[src/rtl/if_stage_if.sv]
// ---------------------------------------------------------------------------
// if_stage_if
// Instruction-memory request/acknowledge bus between the fetch stage and the
// instruction memory.
//   req   fetch request, held stable together with addr until ack
//   addr  16-bit word address of the requested instruction
//   ack   request completed; data is valid in the same cycle
//   data  32-bit fetched instruction
// Modports:
//   master  fetch stage side (drives req/addr)
//   slave   memory side (drives ack/data)
// ---------------------------------------------------------------------------
interface if_stage_if;
    logic        req;
    logic [15:0] addr;
    logic        ack;
    logic [31:0] data;

    modport master (output req, output addr, input ack, input data);
    modport slave  (input req, input addr, output ack, output data);
endinterface

[src/rtl/if_stage.sv]
// ---------------------------------------------------------------------------
// if_stage
// Instruction-fetch stage in front of ID. Owns the 16-bit word PC, fetches
// 32-bit instructions over the imem req/ack bus and registers {inst, pc} for
// ID. Honours the ID stall by parking an acknowledged instruction in a
// one-entry hold buffer, and takes branch redirects from EX, squashing the
// wrong-path fetch.
//
// Parameters:
//   P_RESET_PC  PC loaded on reset (word address)
//   P_NOP       bubble word presented to ID while valid_o = 0
// Ports:
//   clk          clock, rising edge
//   rst          asynchronous active-high reset
//   stall_i      ID does not accept an instruction this cycle
//   br_taken_i   single-cycle redirect pulse from EX
//   br_addr_i    redirect target (word address)
//   imem         instruction-memory bus (master side)
//   inst_o       instruction to ID
//   pc_value_o   PC of inst_o
//   valid_o      1 = inst_o is a real instruction, 0 = inst_o is P_NOP
// Optional feature (macro IF_PERF_CNT_EN):
//   perf_fetch_o  saturating count of acks not squashed by a redirect
//   perf_stall_o  saturating count of cycles with stall_i = 1
// ---------------------------------------------------------------------------
module if_stage #(
    parameter logic [15:0] P_RESET_PC = 16'h0000,
    parameter logic [31:0] P_NOP      = 32'h0800_0000
) (
    input  logic               clk,
    input  logic               rst,
    input  logic               stall_i,
    input  logic               br_taken_i,
    input  logic [15:0]        br_addr_i,
    if_stage_if.master         imem,
    output logic [31:0]        inst_o,
    output logic [15:0]        pc_value_o,
    output logic               valid_o
`ifdef IF_PERF_CNT_EN
    ,
    output logic [31:0]        perf_fetch_o,
    output logic [31:0]        perf_stall_o
`endif
);

    typedef enum logic [1:0] {
        S_IDLE = 2'd0,
        S_REQ  = 2'd1,
        S_HOLD = 2'd2
    } state_t;

    state_t      state, state_nxt;
    logic [15:0] pc, pc_nxt;
    logic [31:0] hold_inst, hold_inst_nxt;
    logic [15:0] hold_pc, hold_pc_nxt;
    logic [31:0] inst_nxt;
    logic [15:0] pc_value_nxt;
    logic        valid_nxt;

    // Request and address are decoded straight from state/pc so that they
    // stay stable for as long as the FSM sits in S_REQ at the same pc.
    assign imem.req  = (state == S_REQ);
    assign imem.addr = pc;

    always_ff @(posedge clk or posedge rst) begin
        if (rst) begin
            state      <= S_IDLE;
            pc         <= P_RESET_PC;
            hold_inst  <= P_NOP;
            hold_pc    <= 16'h0000;
            inst_o     <= P_NOP;
            pc_value_o <= 16'h0000;
            valid_o    <= 1'b0;
        end else begin
            state      <= state_nxt;
            pc         <= pc_nxt;
            hold_inst  <= hold_inst_nxt;
            hold_pc    <= hold_pc_nxt;
            inst_o     <= inst_nxt;
            pc_value_o <= pc_value_nxt;
            valid_o    <= valid_nxt;
        end
    end

    always_comb begin
        state_nxt     = state;
        pc_nxt        = pc;
        hold_inst_nxt = hold_inst;
        hold_pc_nxt   = hold_pc;
        inst_nxt      = inst_o;
        pc_value_nxt  = pc_value_o;
        valid_nxt     = valid_o;

        if (br_taken_i) begin
            // Redirect beats stall and ack: any same-cycle ack is wrong-path
            // and is dropped, and a pending request is simply withdrawn.
            state_nxt     = S_REQ;
            pc_nxt        = br_addr_i;
            hold_inst_nxt = P_NOP;
            hold_pc_nxt   = 16'h0000;
            inst_nxt      = P_NOP;
            pc_value_nxt  = 16'h0000;
            valid_nxt     = 1'b0;
        end else begin
            case (state)
                S_IDLE: begin
                    // A late ack left over from before reset lands here and
                    // is ignored.
                    state_nxt = S_REQ;
                end
                S_REQ: begin
                    if (imem.ack && !stall_i) begin
                        inst_nxt     = imem.data;
                        pc_value_nxt = pc;
                        valid_nxt    = 1'b1;
                        pc_nxt       = pc + 16'd1;
                    end else if (imem.ack && stall_i) begin
                        // ID is busy: park the instruction, keep outputs.
                        hold_inst_nxt = imem.data;
                        hold_pc_nxt   = pc;
                        pc_nxt        = pc + 16'd1;
                        state_nxt     = S_HOLD;
                    end else if (!stall_i) begin
                        // Nothing arrived but ID consumed: issue a bubble.
                        inst_nxt  = P_NOP;
                        valid_nxt = 1'b0;
                    end
                end
                S_HOLD: begin
                    if (!stall_i) begin
                        inst_nxt     = hold_inst;
                        pc_value_nxt = hold_pc;
                        valid_nxt    = 1'b1;
                        state_nxt    = S_REQ;
                    end
                end
                default: begin
                    state_nxt = S_IDLE;
                end
            endcase
        end
    end

`ifdef IF_PERF_CNT_EN
    function automatic logic [31:0] sat_inc(input logic [31:0] v);
        return (v == 32'hFFFF_FFFF) ? v : v + 32'd1;
    endfunction

    logic fetch_hit;
    assign fetch_hit = (state == S_REQ) && imem.ack && !br_taken_i;

    always_ff @(posedge clk or posedge rst) begin
        if (rst) begin
            perf_fetch_o <= 32'h0000_0000;
            perf_stall_o <= 32'h0000_0000;
        end else begin
            if (fetch_hit)
                perf_fetch_o <= sat_inc(perf_fetch_o);
            if (stall_i)
                perf_stall_o <= sat_inc(perf_stall_o);
        end
    end
`endif

endmodule

[src/flat_wrapper.sv]
// flat-port wrapper written by rule: the top's interface ports become plain ports
module if_stage_flat 
#(
    parameter logic [15:0] P_RESET_PC = 16'h0000,
    parameter logic [31:0] P_NOP      = 32'h0800_0000
)
  (clk, rst, stall_i, br_taken_i, br_addr_i, inst_o, pc_value_o, valid_o, imem_req, imem_addr, imem_ack, imem_data);
  if_stage_if imem_i ();
  input  logic clk;
  input  logic rst;
  input  logic stall_i;
  input  logic br_taken_i;
  input  logic [15:0] br_addr_i;
  output logic [31:0] inst_o;
  output logic [15:0] pc_value_o;
  output logic valid_o;
  output wire logic [$bits(imem_i.req)-1:0] imem_req;
  output wire logic [$bits(imem_i.addr)-1:0] imem_addr;
  input wire logic [$bits(imem_i.ack)-1:0] imem_ack;
  input wire logic [$bits(imem_i.data)-1:0] imem_data;
  assign imem_req = imem_i.req;
  assign imem_addr = imem_i.addr;
  assign imem_i.ack = imem_ack;
  assign imem_i.data = imem_data;
  if_stage #(.P_RESET_PC(P_RESET_PC), .P_NOP(P_NOP)) u_core (.clk(clk), .rst(rst), .stall_i(stall_i), .br_taken_i(br_taken_i), .br_addr_i(br_addr_i), .imem(imem_i), .inst_o(inst_o), .pc_value_o(pc_value_o), .valid_o(valid_o));
endmodule
[config.mk]
export PLATFORM = sky130hd
export DESIGN_NAME = if_stage_flat
export DESIGN_NICKNAME = d
export VERILOG_FILES = /design/src/rtl/if_stage_if.sv /design/src/rtl/if_stage.sv /design/src/flat_wrapper.sv
export SDC_FILE = /design/constraint.sdc
export NUM_CORES = 1
export LEC_CHECK = 0
export ABC_AREA = 1
export BUFFER_PORTS_ARGS = -buffer_cell sky130_fd_sc_hd__buf_2
export CAP_MARGIN = 30
export CORE_ASPECT_RATIO = 1.25
export CORE_MARGIN = 5
export CORE_UTILIZATION = 54
export CTS_BUF_LIST = sky130_fd_sc_hd__clkbuf_16
export DETAILED_ROUTE_END_ITERATION = 16
export PLACE_DENSITY = 0.79
export SLEW_MARGIN = 10
export SYNTH_ARGS = -nofsm -noshare
export SYNTH_HDL_FRONTEND = slang
export SYNTH_SLANG_ARGS = --single-unit
[constraint.sdc]
create_clock -name clk -period 5.35 [get_ports clk]
set_input_delay 1.07 -clock clk [delete_from_list [all_inputs] [get_ports clk]]
set_output_delay 1.07 -clock clk [all_outputs]
set_load 0.01 [all_outputs]
Word-level counts from Yosys, hierarchy flattened
Cells that the tools add are included.
{"block": "totals", "elab_cells": 63, "reg_bits": 115, "inputBits": 53, "out_inout_bits": 66}
{"block": "op_classes", "n_reduce_logical": 13, "n_addsub": 1, "eq_ne": 9, "n_mux": 33}
{"op": "2-to-1 mux 32 bit", "count": 9}
{"op": "2-to-1 mux 16 bit", "count": 11}
{"op": "case mux 32 bit (2 select lines)", "count": 1}
{"op": "case mux 16 bit (2 select lines)", "count": 1}
{"op": "adder 16 x 1 -> 16 bit, second input constant", "count": 1}
{"op": "AND reduction 3 bit", "count": 3}
{"op": "2-to-1 mux 2 bit", "count": 4}
{"op": "!= test 4 x 3 -> 1 bit, second input constant", "count": 2}
{"op": "!= test 3 x 2 -> 1 bit, second input constant", "count": 2}
{"op": "!= test 3 bit, second input constant", "count": 2}
{"op": "case mux 2 bit (3 select lines)", "count": 1}
{"op": "nonzero test 3 bit", "count": 2}
{"op": "2-to-1 mux 1 bit", "count": 5}
{"op": "AND reduction 4 bit", "count": 1}
{"op": "nonzero test 2 bit", "count": 2}
{"op": "equality test 2 x 1 -> 1 bit, second input constant", "count": 1}
{"op": "equality test 2 bit, second input constant", "count": 1}
{"op": "logical AND 1 bit", "count": 2}
{"op": "zero test 2 bit", "count": 1}
{"op": "!= test 2 bit, second input constant", "count": 1}
{"op": "case mux 1 bit (2 select lines)", "count": 1}
{"op": "AND reduction 2 bit", "count": 1}
{"op": "zero test 1 bit", "count": 1}

Depth between registers and ports, before layout
Gate-level depths: netlist (run 1).
{"block": "depth", "word_depth": 5, "mapped_depth": 9}

Worst setup path after synthesis (run 1)
OpenSTA, ideal clock, no wires.
{"block": "synth_timing", "path_kind": "input port to flip-flop", "start": "in br_taken_i", "end": "reg u_core.pc_value_o[0]", "t_arrival_ps": 1864, "path_slack_ps": 3362, "required_time_ps": 5226, "setup_ps": 124, "path_buffers": 1, "stages": 7, "path_cell_list": "inv_2 nand2_4 o21ai_2 nor2_4 buf_6 o211ai_1 nand2_1"}
{"block": "synth_via", "elab_chain_len": 2, "word_cells_on_any_way": 5, "cone_classes": "eq/ne (2); mux (1); reduce/logical (2)"}
{"item": "start: declaration", "line": "flat_wrapper.sv:12", "text": "input logic br_taken_i;"}
{"item": "!= test 3 x 2 -> 1 bit (no line), or another cell as far along"}
{"item": "AND reduction 3 bit (no line)"}
{"item": "end signal: assignment", "line": "if_stage.sv:80", "text": "pc_value_o <= pc_value_nxt;"}
{"item": "end: declaration", "line": "if_stage.sv:37", "text": "output logic [15:0] pc_value_o,"}
Several ways; a longest one is shown, not always the timed one.
A chain may end at the register's enable or synchronous reset.

Worst setup path in the final report (run 1)
{"block": "layout_timing", "start": "in br_taken_i", "end": "reg u_core.inst_o[30]"}
{"block": "layout_via", "elab_chain_len": 2, "word_cells_on_any_way": 6, "cone_classes": "eq/ne (3); mux (1); reduce/logical (2)"}
{"item": "!= test 4 x 3 -> 1 bit (no line), or another cell as far along"}
{"item": "AND reduction 4 bit (no line)"}
{"item": "end signal: assignment", "line": "if_stage.sv:79", "text": "inst_o <= inst_nxt;"}
{"item": "end: declaration", "line": "if_stage.sv:36", "text": "output logic [31:0] inst_o,"}
Several ways; a longest one is shown, not always the timed one.

==> impl_metrics.py, run 1 <==
metrics = {
    "global_routing": {
        "grt_max_degree": 76,
        "grt_pass1_wl_um": 23300,
        "antenna_found_initial": 0,
        "grtUsageTotal_pct": 24.2,
        "globalRoute.totalOverflow": 0,
        "grt_pass1_vias": 4912,
    },
    "sta": {
        "drv_slew": 0,
        "timing.fmax_mhz": 316,
        "relSlewSlack_pct": 33.5,
        "final-hold-violation-count": 0,
        "holdWs_ns": 0.481,
        "clock_skew_ns": 0.00968,
        "finalSetupViolCount": 0,
        "worstMarginPinSlew_ns": 0.994,
        "tns_ns": 0,
        "rsz0062_at_grt": "no",
        "min_period_ns": 3.16,
        "min_period_over_period_pct": 59.1,
    },
    "detailed_routing": {
        "drc": 0,
        "vias_per_cell": 5.62,
        "drt_pre_antenna_iters": 6,
        "drt_iter0_drc": 360,
        "via_count": 4999,
        "postRouteAntennaNets": 0,
        "wire_per_inst_um": 15.8,
        "wl_um": 14100,
    },
    "clocking": {
        "post_cts_resized": 0,
        "post-cts-setup-buffers": 0,
        "clkTransAtPathRegs_ns": 0.05,
        "clk_path_buf_depth": 2,
        "htree_levels": 4,
        "cts_root_buffer": "clkbuf_16",
        "numCtsBuffers": 17,
        "cts_tree": "built",
        "clk_latency_ns": 0.42,
        "numClockSinks": 115,
        "holdBufCountCts": 0,
    },
    "logic_synthesis": {
        "synth_seq_cells": 115,
        "syn_area_per_cell_um2": 8.40,
        "synth_xor_area_share_pct": 0.810,
        "ys_seq_area_share_pct": 53.3,
        "synthSimpleGateAreaFrac_pct": 15.7,
        "mappedNetlistArea_um2": 5410,
        "synthMuxAreaShare_pct": 0,
        "yosys_warnings": 0,
        "synth-compound-area-share_pct": 21.5,
        "synth_enable_flop_cells": 0,
        "synth-adder-area-share_pct": 0.231,
        "async_flop_share_pct": 100,
        "netlist_instances": 644,
        "syn_nets": 698,
        "ys_types": 32,
        "synth_ff_type": "dfrtp_1",
        "synth_top_family_by_area": "compound AO/OA/AOI/OAI gates",
    },
    "layout": {
        "diodes": 0,
        "num-fill-cells": 778,
        "area_growth_pct": 22.1,
        "final_common_cell": "nand2_1",
        "final_cell_mix": "nand2_1, o21ai_0, buf_2",
        "drive_gt1_share_pct": 22.8,
        "nets": 804,
    },
    "power": {
        "p_leak_nw": 3.42,
        "peakVddDrop_mv": 0.253,
        "p_per_area_nw_per_um2": 364,
    },
    "critical_path": {
        "cp_data_required_time_ns": 5.64,
        "crit_path_max_fanout": 35,
        "worst_ep_arrival_time_ns": 3.46,
        "start_kind": "input port",
        "end_kind": "flop",
        "crit_type": "input port to flop",
    },
    "placement": {
        "io_buffers": 118,
        "place_hpwl_um": 9300,
        "finalWeightedCongestion": 0.847,
    },
    "floorplan": {
        "start_util_pct": 55.7,
        "num_io_pins": 119,
        "dieArea_um2": 12100,
        "die_w_um": 99.5,
        "core_um2": 9710,
        "core.rowCount": 40,
        "die_h_um": 122,
    },
    "flow_run": {
        "max-cap-violations": 0,
    },
    "run_status": {
        "status": "finished clean",
    },
    "hold_path": {
        "hold_class": "flop to flop",
    },
}
## critical path, stage by stage
cell and delay (ns):
buf_2 0.32, inv_2 0.40, nand2_4 0.13, o22ai_4 0.71, inv_2 0.06, nand2_1 0.45
buf_16 0.22, o21ai_0 0.08
## layer usage
layer | routed length (um) | track usage (%) | share of wire (%)
met1 | 5520 | 30.5 | 39
met2 | 7040 | 40.1 | 50
met3 | 1160 | 5.56 | 8.3
met4 | 345 | 10.3 | 2.5
met5 | 0 | 0 | 0
## worst paths after layout
check	slack (ns)	endpoint	from	depth (start not counted)
worst min register to register	0.48	u_core.inst_o[23]	u_core.inst_o[23]	2
min in group asynchronous	0.62	u_core.pc_value_o[0]	rst	2
worst min-delay path	0.48	u_core.inst_o[23]	u_core.inst_o[23]	2
worst max register to register	2.99	u_core.inst_o[30]	u_core.state[0]	7
max in group asynchronous	3.93	u_core.hold_inst[18]	rst	3
worst max-delay path	2.19	u_core.inst_o[30]	br_taken_i	8
## cell families after synthesis
family          count (synthesis)
fa+ha+maj                       1
compound gates                217
buf+inv                       104
flops                         115
xor+xnor                        5
simple gates                  202
## synth_stat cells, types with 4 or more instances
library cell  number  area share [%]
o211ai_1          16             2.2
dfrtp_1          113              52
o21ai_1           51             4.7
xor2_1             4            0.65
buf_6              6             1.2
nand2_2            4            0.46
inv_2              7            0.49
o21ai_0          118              11
buf_2             11             1.0
clkbuf_1          14            0.97
inv_1             61             4.2
a21oi_1           23             2.1
nor2_1            21             1.5
nand2_1          146              10
nand3_1           22             2.0
## state kept, by name, summed over array words and instances, names as in the netlist
register / cells
u_core.hold_inst: 32
u_core.hold_pc: 16
u_core.state: 2
u_core.inst_o: 32
u_core.valid_o: 1
u_core.pc_value_o: 16
u_core.imem.addr: 16
## report_power, final
group	switching, mW	total (mW)	internal [mW]
Combinational	0.226	0.348	0.122
Clock	0.386	1.06	0.669
Sequential	0.0562	1.00	0.944
## final cells by class
cell class / instances / area, um2 / share of cell area [%]
clock inverter: 15 / 124 / 1.88
inverter: 68 / 258 / 3.90
sequential: 115 / 2880 / 43.6
timing repair buffer: 123 / 681 / 10.3
clock buffer: 17 / 425 / 6.44
multi-input combinational: 425 / 2080 / 31.5
tap: 126 / 158 / 2.39
## stage by stage
| stage | cells | total power, mW | worst slack [ns] | area, um2 | utilization, % |
|---|---|---|---|---|---|
| finish | 889 | 2.40 | 2.19 | 6600 | 68.0 |
| global route | 889 | 2.51 | 2.01 | 6600 | 68.0 |
| CTS | 888 | 2.41 | 2.24 | 6580 | 67.7 |
| detailed placement | 856 | 1.35 | 1.81 | 6030 | 62.1 |
| global placement | 854 | 1.33 | 1.61 | 5980 | 61.6 |
| floorplan | 644 | 1.22 | 1.24 | 5410 | - |
Note: power is estimated with default switching activity, not from simulation.
==> run 2, diff against run 1 <==
--- a/config.mk
+++ b/config.mk
@@ -10,10 +10,10 @@
 export CAP_MARGIN = 30
 export CORE_ASPECT_RATIO = 1.25
 export CORE_MARGIN = 5
-export CORE_UTILIZATION = 54
+export CORE_UTILIZATION = 49
 export CTS_BUF_LIST = sky130_fd_sc_hd__clkbuf_16
 export DETAILED_ROUTE_END_ITERATION = 16
-export PLACE_DENSITY = 0.79
+export PLACE_DENSITY = 0.76
 export SLEW_MARGIN = 10
 export SYNTH_ARGS = -nofsm -noshare
 export SYNTH_HDL_FRONTEND = slang
==> constraint.sdc (replaced) <==
create_clock -name clk -period 2.8 [get_ports clk]
set_input_delay 0.56 -clock clk [delete_from_list [all_inputs] [get_ports clk]]
set_output_delay 0.56 -clock clk [all_outputs]
set_load 0.01 [all_outputs]
==> impl_metrics.py, run 2 (synthesized netlist as in run 1, its figures left out) <==
metrics = {
    "run_status": {
        "status": "finished clean",
    },
    "clocking": {
        "numClockSinks": 115,
        "numCtsBuffers": 17,
        "post-cts-setup-buffers": 0,
        "cts_root_buffer": "clkbuf_16",
        "holdBufCountCts": 0,
        "post_cts_resized": 0,
        "clk_latency_ns": 0.41,
        "htree_levels": 4,
        "clkTransAtPathRegs_ns": 0.05,
        "cts_tree": "built",
        "clk_path_buf_depth": 2,
    },
    "floorplan": {
        "start_util_pct": 49.3,
        "num_io_pins": 119,
        "die_w_um": 104,
        "dieArea_um2": 13300,
        "die_h_um": 127,
        "core_um2": 11000,
        "core.rowCount": 43,
    },
    "power": {
        "peakVddDrop_mv": 0.371,
        "p_per_area_nw_per_um2": 710,
        "finalPower_mw": 4.75,
        "p_leak_nw": 3.45,
    },
    "critical_path": {
        "cp_data_required_time_ns": 3.08,
        "crit_path_max_fanout": 17,
        "slowest_stage": "o21ai_2",
        "reg2reg_setup_slack_ns": 0.99,
        "slowest_delay_ns": 0.54,
        "r2r_start": "u_core.state[0]",
        "start_kind": "flop",
        "reg2regPathDepth": 6,
        "end_kind": "flop",
        "crit_type": "flop to flop",
        "worst_ep_arrival_time_ns": 2.09,
        "path_cells": "nand2_2 > nand2_4 > o21ai_2 > nor2_4 > o211ai_1 > nand2_1",
        "r2r-end": "u_core.pc_value_o[14]",
    },
    "global_routing": {
        "grtUsageTotal_pct": 21.4,
        "grt_pass1_vias": 4813,
        "grt_max_degree": 116,
        "grt_pass1_wl_um": 23100,
        "globalRoute.totalOverflow": 0,
        "antenna_found_initial": 0,
    },
    "layout": {
        "nets": 809,
        "diodes": 0,
        "reg_top3": "u_core.hold_inst: 32 flops, u_core.inst_o: 32 flops",
        "final_cell_mix": "nand2_1, o21ai_0, buf_2",
        "final_common_cell": "nand2_1",
        "fin_util_pct": 61.0,
        "num-fill-cells": 976,
        "drive_gt1_share_pct": 22.9,
        "area_growth_pct": 23.9,
    },
    "sta": {
        "timing.fmax_mhz": 553,
        "relSlewSlack_pct": 55.2,
        "tns_ns": 0,
        "worstMarginPinSlew_ns": 0.672,
        "drv_slew": 0,
        "final-hold-violation-count": 0,
        "rsz0062_at_grt": "no",
        "finalSetupViolCount": 0,
        "min_period_over_period_pct": 64.6,
        "min_period_ns": 1.81,
        "holdWs_ns": 0.322,
        "clock_skew_ns": 0.00677,
    },
    "detailed_routing": {
        "drt_pre_antenna_iters": 5,
        "drt_iter0_drc": 373,
        "via_count": 4945,
        "postRouteAntennaNets": 0,
        "vias_per_cell": 5.48,
        "wl_um": 13900,
        "wire_per_inst_um": 15.4,
        "drc": 0,
    },
    "hold_path": {
        "hold_class": "input port to async pin",
    },
    "placement": {
        "finalWeightedCongestion": 0.839,
        "place_hpwl_um": 9310,
        "io_buffers": 118,
    },
    "flow_run": {
        "max-cap-violations": 0,
    },
}
-- run 2: worst max path at each step --
| stage | cells after the start | slack (ns) | from | end |
|---|---|---|---|---|
| after floorplan | 1 | 0.84 | rst | u_core.hold_inst[0] |
| after global placement | 7 | 0.88 | br_taken_i | u_core.inst_o[30] |
| after detailed placement | 7 | 0.83 | br_taken_i | u_core.inst_o[30] |
| after CTS | 6 | 0.97 | u_core.state[0] | u_core.pc_value_o[14] |
| after global routing | 6 | 0.82 | u_core.state[0] | u_core.pc_value_o[14] |
| final | 6 | 0.99 | u_core.state[0] | u_core.pc_value_o[14] |
-- run 2: metrics by stage --
| stage | instance area (um2) | std cells | worst slack [ns] |
|---|---|---|---|
| after floorplan | 5410 | 644 | 0.842 |
| after CTS | 6700 | 903 | 0.967 |
| after detailed placement | 6100 | 871 | 0.835 |
| after global routing | 6700 | 903 | 0.823 |
| final | 6700 | 903 | 0.991 |
| after global placement | 6100 | 871 | 0.883 |
-- run 2: area by class of cell --
class                           instances  area [um2]  area share (%)
Sequential cell                       115        2880            43.0
Tap cell                              135         169            2.52
Clock buffer                           17         425            6.35
Timing Repair Buffer                  128         716            10.7
Multi-Input combinational cell        425        2080            31.0
Clock inverter                         15         170            2.54
Inverter                               68         259            3.87
-- run 2: worst max-delay path, delay by kind of cell, from the launching register on --
family	cells	cell delay, ns
flip-flops	1	0.43
AO/OA/AOI/OAI	2	0.70
AND/OR/NAND/NOR	4	0.55
-- run 2: report_power, final --
group	switching, mW	internal, mW
registers	0.107	1.80
clock network	0.721	1.46
logic	0.429	0.236
-- run 2: per-layer routing --
metal / part of all wire [%] / wire length [um] / track usage [%] / vias to the layer above
met5: 0 / 0 / 0 / -
met4: 2.0 / 284 / 7.32 / 0
met3: 7.2 / 1010 / 6.16 / 26
met2: 51 / 7170 / 36.4 / 206
met1: 39 / 5470 / 26.0 / 2358
li1: - / - / - / 2355
